## src/rtl/alu_ctrl_pkg.sv

```systemverilog
// alu_ctrl_pkg
// Shared constants for the ALU control unit: ALU operation codes, R-type
// func field codes, ALUOp encodings and the sequencing FSM state type.
package alu_ctrl_pkg;

    // ALU operation codes driven to the datapath
    localparam logic [3:0] OP_AND = 4'b0000;
    localparam logic [3:0] OP_OR  = 4'b0001;
    localparam logic [3:0] OP_ADD = 4'b0010;
    localparam logic [3:0] OP_SUB = 4'b0110;
    localparam logic [3:0] OP_SLT = 4'b0111;
    localparam logic [3:0] OP_MUL = 4'b1000;
    localparam logic [3:0] OP_DIV = 4'b1001;
    localparam logic [3:0] OP_NOR = 4'b1100;
    localparam logic [3:0] OP_NOP = 4'b1111;

    // R-type func field codes
    localparam logic [5:0] FN_ADD = 6'b100000;
    localparam logic [5:0] FN_SUB = 6'b100010;
    localparam logic [5:0] FN_AND = 6'b100100;
    localparam logic [5:0] FN_OR  = 6'b100101;
    localparam logic [5:0] FN_NOR = 6'b100111;
    localparam logic [5:0] FN_SLT = 6'b101010;
    localparam logic [5:0] FN_MUL = 6'b011000;
    localparam logic [5:0] FN_DIV = 6'b011010;

    // ALUOp encodings from the main control unit
    localparam logic [1:0] ALUOP_LS    = 2'b00;  // load/store address add
    localparam logic [1:0] ALUOP_BR    = 2'b01;  // branch compare subtract
    localparam logic [1:0] ALUOP_RTYPE = 2'b10;  // decode func
    localparam logic [1:0] ALUOP_IMM   = 2'b11;  // immediate OR

    // Sequencer states
    typedef enum logic [1:0] {
        ST_IDLE = 2'b00,
        ST_ITER = 2'b01,
        ST_FIN  = 2'b10
    } state_t;

endpackage

```

## src/rtl/alu_func_decode.sv

```systemverilog
// alu_func_decode
// Purely combinational decode of ALUOp/func into an ALU operation code,
// plus flags for multi-cycle operations (MUL/DIV) and illegal func values.
// Ports:
//   alu_op   in   2       ALUOp from main control
//   func     in   FUNC_W  R-type function field
//   op_code  out  OP_W    decoded operation (NOP when illegal)
//   is_multi out  1       operation needs iterative sequencing
//   illegal  out  1       R-type func not recognised
module alu_func_decode
    import alu_ctrl_pkg::*;
#(
    parameter int FUNC_W = 6,
    parameter int OP_W   = 4
) (
    input  logic [1:0]        alu_op,
    input  logic [FUNC_W-1:0] func,
    output logic [OP_W-1:0]   op_code,
    output logic              is_multi,
    output logic              illegal
);

    always_comb begin
        op_code  = OP_W'(OP_NOP);
        is_multi = 1'b0;
        illegal  = 1'b0;
        case (alu_op)
            ALUOP_LS:  op_code = OP_W'(OP_ADD);
            ALUOP_BR:  op_code = OP_W'(OP_SUB);
            ALUOP_IMM: op_code = OP_W'(OP_OR);
            default: begin
                case (func)
                    FUNC_W'(FN_ADD): op_code = OP_W'(OP_ADD);
                    FUNC_W'(FN_SUB): op_code = OP_W'(OP_SUB);
                    FUNC_W'(FN_AND): op_code = OP_W'(OP_AND);
                    FUNC_W'(FN_OR):  op_code = OP_W'(OP_OR);
                    FUNC_W'(FN_NOR): op_code = OP_W'(OP_NOR);
                    FUNC_W'(FN_SLT): op_code = OP_W'(OP_SLT);
                    FUNC_W'(FN_MUL): begin
                        op_code  = OP_W'(OP_MUL);
                        is_multi = 1'b1;
                    end
                    FUNC_W'(FN_DIV): begin
                        op_code  = OP_W'(OP_DIV);
                        is_multi = 1'b1;
                    end
                    default: illegal = 1'b1;
                endcase
            end
        endcase
    end

endmodule

```

## src/rtl/alu_control_mc.sv

```systemverilog
// alu_control_mc
// Registered, handshaked ALU control with multi-cycle sequencing for MUL
// (shift-add) and DIV (restoring), each taking DATA_W iteration cycles.
// Ports:
//   clk        in   1       rising-edge clock
//   rst        in   1       synchronous active-high reset
//   start      in   1       issue strobe, honoured when not stalled
//   ALUOp      in   2       operation class from main control
//   func       in   FUNC_W  R-type function field
//   operation  out  OP_W    registered ALU operation code
//   iter_en    out  1       datapath performs one MUL/DIV step
//   iter_first out  1       first step; datapath loads operands
//   iter_last  out  1       final step
//   stall      out  1       busy; upstream holds the instruction
//   done       out  1       one-cycle result-valid pulse
//   err        out  1       pulses with done on an illegal func
module alu_control_mc
    import alu_ctrl_pkg::*;
#(
    parameter int DATA_W = 8,
    parameter int FUNC_W = 6,
    parameter int OP_W   = 4,
    parameter int CNT_W  = $clog2(DATA_W)
) (
    input  logic              clk,
    input  logic              rst,
    input  logic              start,
    input  logic [1:0]        ALUOp,
    input  logic [FUNC_W-1:0] func,
    output logic [OP_W-1:0]   operation,
    output logic              iter_en,
    output logic              iter_first,
    output logic              iter_last,
    output logic              stall,
    output logic              done,
    output logic              err
);

    localparam logic [CNT_W-1:0] CNT_LAST = CNT_W'(DATA_W - 1);

    state_t            state_reg, state_next;
    logic [CNT_W-1:0]  cnt_reg, cnt_next;
    logic [OP_W-1:0]   op_reg, op_next;
    logic              done_reg, done_next;
    logic              err_reg, err_next;

    logic [OP_W-1:0]   dec_op;
    logic              dec_multi;
    logic              dec_illegal;

    alu_func_decode #(
        .FUNC_W (FUNC_W),
        .OP_W   (OP_W)
    ) u_decode (
        .alu_op   (ALUOp),
        .func     (func),
        .op_code  (dec_op),
        .is_multi (dec_multi),
        .illegal  (dec_illegal)
    );

    always_ff @(posedge clk) begin
        if (rst) begin
            state_reg <= ST_IDLE;
            cnt_reg   <= '0;
            op_reg    <= OP_W'(OP_NOP);
            done_reg  <= 1'b0;
            err_reg   <= 1'b0;
        end else begin
            state_reg <= state_next;
            cnt_reg   <= cnt_next;
            op_reg    <= op_next;
            done_reg  <= done_next;
            err_reg   <= err_next;
        end
    end

    always_comb begin
        state_next = state_reg;
        cnt_next   = cnt_reg;
        op_next    = op_reg;
        done_next  = 1'b0;
        err_next   = 1'b0;
        case (state_reg)
            // FIN behaves like IDLE for a new issue, so back-to-back
            // instructions lose no cycle after a MUL/DIV completes.
            ST_IDLE, ST_FIN: begin
                state_next = ST_IDLE;
                if (start) begin
                    if (dec_illegal) begin
                        op_next   = OP_W'(OP_NOP);
                        done_next = 1'b1;
                        err_next  = 1'b1;
                    end else if (dec_multi) begin
                        op_next    = dec_op;
                        cnt_next   = '0;
                        state_next = ST_ITER;
                    end else begin
                        op_next   = dec_op;
                        done_next = 1'b1;
                    end
                end
            end
            ST_ITER: begin
                // Hold at the last count rather than wrapping; the counter
                // is re-cleared on the next ITER entry anyway.
                if (cnt_reg == CNT_LAST) begin
                    state_next = ST_FIN;
                end else begin
                    cnt_next = cnt_reg + CNT_W'(1);
                end
            end
            default: state_next = ST_IDLE;
        endcase
    end

    assign operation  = op_reg;
    assign iter_en    = (state_reg == ST_ITER);
    assign iter_first = (state_reg == ST_ITER) && (cnt_reg == '0);
    assign iter_last  = (state_reg == ST_ITER) && (cnt_reg == CNT_LAST);
    assign stall      = (state_reg == ST_ITER);
    // done_reg covers single-cycle issues; FIN covers MUL/DIV completion.
    // They never coincide because any issue returns the FSM to IDLE.
    assign done       = done_reg | (state_reg == ST_FIN);
    assign err        = err_reg;

endmodule

```

## config.mk

```make
export PLATFORM = sky130hd
export DESIGN_NAME = alu_control_mc
export DESIGN_NICKNAME = d
export VERILOG_FILES = /design/src/rtl/alu_ctrl_pkg.sv /design/src/rtl/alu_func_decode.sv /design/src/rtl/alu_control_mc.sv
export SDC_FILE = /design/constraint.sdc
export NUM_CORES = 1
export LEC_CHECK = 0
export CORE_MARGIN = 5
export CORE_UTILIZATION = 40
export DETAILED_ROUTE_END_ITERATION = 8
export PLACE_DENSITY = 0.73
export REMOVE_ABC_BUFFERS = 1
export SLEW_MARGIN = 20
export SYNTH_ARGS = -nofsm -noshare
export SYNTH_HDL_FRONTEND = slang
export SYNTH_HIERARCHICAL = 1
export SYNTH_SLANG_ARGS = --single-unit
```

## constraint.sdc

```tcl
create_clock -name clk -period 1.9 [get_ports clk]
set_input_delay 0.57 -clock clk [delete_from_list [all_inputs] [get_ports clk]]
set_output_delay 0.57 -clock clk [all_outputs]
set_load 0.02 [all_outputs]
```

==> results.yml, run 1 <==
run_status:
  status: "finished clean"
cts:
  tritoncts: "yes"
  cts_made_buffers: 3
  cts.path.max_buffers: 2
  cts-root-buf: "clkbuf_4"
  clock_sinks: 11
  clk_latency_ns: 0.26
  clk_pin_slew_ns: 0.07
  h-tree-depth: 1
final_layout:
  drive_above_1_share: 0.398
  area_growth_pct: 62.8
  antennaDiodeCount: 0
  largest_reg_flops: 4
  final_cells: 139
  finalNetCount: 138
  utilization: 0.707
worst_setup_path:
  crit_top_cell: "ha_1"
  crit_path_end_kind: "output pin"
  cp_max_fo: 3
  worstPathRequired_ns: 1.33
  critPathMaxStageDelay_ns: 0.33
  critPathTopFamily: "adder cells"
  critical_path_buf_inv_count: 1
  worstSetupPathType: "reg -> out"
  crit_path_start_kind: "flop"
  path_cells: "ha_1 > ha_1 > and2_1 > buf_2"
  slowest_stage: "dfxtp_2"
  worstPathArrival_ns: 1.26
global_routing:
  track_usage: 0.142
  use_met3: 0.0436
  grt_pass1_vias: 687
  grt_start_max_net_pins: 12
  grt_use_met2: 0.260
  grt_pass1_wl_mm: 2.86
  antenna_found_initial: 0
  grt_use_met1: 0.157
  grt-busiest-layer: "met2"
  overflow: 0
flow_run:
  drv_cap: 0
logic_synthesis:
  yosys.area.top_type: "dfxtp_1"
  yosys-top-cells-area: "dfxtp_1 (33%), ha_1 (5.5%), nor2_1 (5.0%)"
  synthCells: 83
  synth_top_cell_area_share: 0.325
  yosys_warnings: 6
  ys_seq_area_frac: 0.325
  synthDistinctLibCells: 31
  ys_ff_latch: 11
  syn_area_per_cell_um2: 8.16
  netlist_area_um2: 677
placement:
  io_buffers: 20
  dp_cells: 134
  hpwl_mm: 1.38
  gp_congestion: 0.862
power:
  ir_drop_mv: 0.343
  p_total_uw: 520
  power.leakage_nw: 0.509
  powerDensity_mw_per_mm2: 472
drt:
  wirelength_mm: 1.72
  firstDrtPassIters: 4
  vias: 713
  wl_per_cell_um: 12.4
  drc_errors: 0
  drt_iter0_drc: 9
  ant_nets: 0
  vias_per_cell: 5.13
timing:
  period_minus_slack_ns: 1.83
  max_slew_margin: 0.727
  setup_tns_ns: 0
  skew_ns: 0.00217
  fmax_mhz: 547
  rsz0062_at_grt: "true"
  finalHoldViolations: 0
  post-route-period-util: 0.962
  finalSetupViolations: 0
  maxSlewViolCount: 0
  holdWs_ns: 0.487
  tightest_slew_ns: 0.408
die:
  fp.dieH_um: 51.1
  core-area_mm2: 0.00156
  dieArea_mm2: 0.00261
  io_pins: 21
  start_util: 0.434
  fp-row-count: 14
  die_x_um: 51.1
min_path:
  hold_path.class: "reg -> reg"
## through the flow
stage                     setup slack, ns  area, um2
after global routing             -0.00221       1100
after global placement             -0.572       1010
after floorplan                   -0.0240        666
after detailed placement           -0.607       1010
after CTS                         -0.0919       1100
final                              0.0714       1100
## repair_timing
item	in CTS	in global routing
endpoints found under the setup margin	15	11
hold buffers	0	0
pin swaps	6	5
gates resized for setup	25	13
setup buffers	1	0
## cells by family (layout without fill, tap and decap cells)
kind of cell	count (synthesis)	count (layout)	synth area share
adder cells (fa/ha/maj)	3	3	0.0555
AND/OR/NAND/NOR	45	45	0.388
flip-flops	11	11	0.325
buffers and inverters	7	47	0.0444
AO/OA/AOI/OAI	16	16	0.165
multiplexers	1	1	0.0222
## final timing paths
check                                start         end  slack, ns  depth (start not counted)
worst max-delay path            cnt_reg[0]   iter_last       0.07                          4
worst min-delay path            cnt_reg[1]  cnt_reg[1]       0.49                          2
worst max register to register  cnt_reg[0]  cnt_reg[2]       0.39                          6
worst min register to register  cnt_reg[1]  cnt_reg[1]       0.49                          2
## layout make-up
cell class | instances | area [um2]
fill | 132 | 457
multi-input combinational | 65 | 502
timing repair buffer | 38 | 313
inverter | 5 | 18.8
tap | 16 | 20.0
clock buffer | 4 | 26.3
sequential | 11 | 223
## tightest hold or removal path, stage by stage, from the launching register on
cell,delay [ns]
dfxtp_2,0.33
nand3_2,0.07
a21oi_2,0.05
## per-layer routing
layer  share of wire  vias up
li1                -      369
met1            0.42      326
met2            0.54       16
met3           0.037        2
met4          0.0035        0
met5               0        -
## placed cells by master, fill, tap and decap left out, types with 3 or more instances in the layout
cell	instances
a21oi_1	4
buf_4	18
clkbuf_2	3
clkbuf_4	3
clkdlybuf4s50_1	9
dfxtp_1	9
dlygate4sd2_1	5
ha_1	3
inv_1	5
nand2_1	5
nand2b_1	3
nand3_2	3
nor2_1	7
nor2b_1	3
nor3_1	3
nor3_2	3
o21bai_1	4
## report_power, final
part	total, mW	leakage [nW]	switching (mW)	internal, mW
combinational	0.123	0.403	0.0572	0.0658
clock	0.157	0.0150	0.0757	0.0812
sequential	0.240	0.0907	0.00292	0.238
## cells in the mapped netlist
cell type,n
a21oi_2,1
or3_1,1
nand3b_1,1
a21o_1,1
nand4bb_1,1
nand2_1,6
nor2b_1,3
nand3_1,4
o31ai_1,1
a21o_2,1
or3b_4,1
inv_1,5
and3b_1,1
o21ai_0,1
nor3_1,6
o211ai_2,1
nor3b_1,3
or3_2,1
clkbuf_1,1
nor2_1,9
nand2b_1,4
nand4bb_2,1
dfxtp_1,11
and2b_1,2
buf_4,1
and2_1,1
o21bai_1,4
a31oi_1,1
mux2_4,1
ha_1,3
a21oi_1,5
Note: power is estimated with default switching activity, not from simulation.
==> inputs of run 2 (changes only) <==
--- a/config.mk
+++ b/config.mk
@@ -8,6 +8,7 @@
 export CORE_MARGIN = 5
 export CORE_UTILIZATION = 40
 export DETAILED_ROUTE_END_ITERATION = 8
+export GPL_TIMING_DRIVEN = 1
 export PLACE_DENSITY = 0.73
 export REMOVE_ABC_BUFFERS = 1
 export SLEW_MARGIN = 20
==> results of run 2 <==
No change in the layout: final DEF, timing and power equal those of run 1.
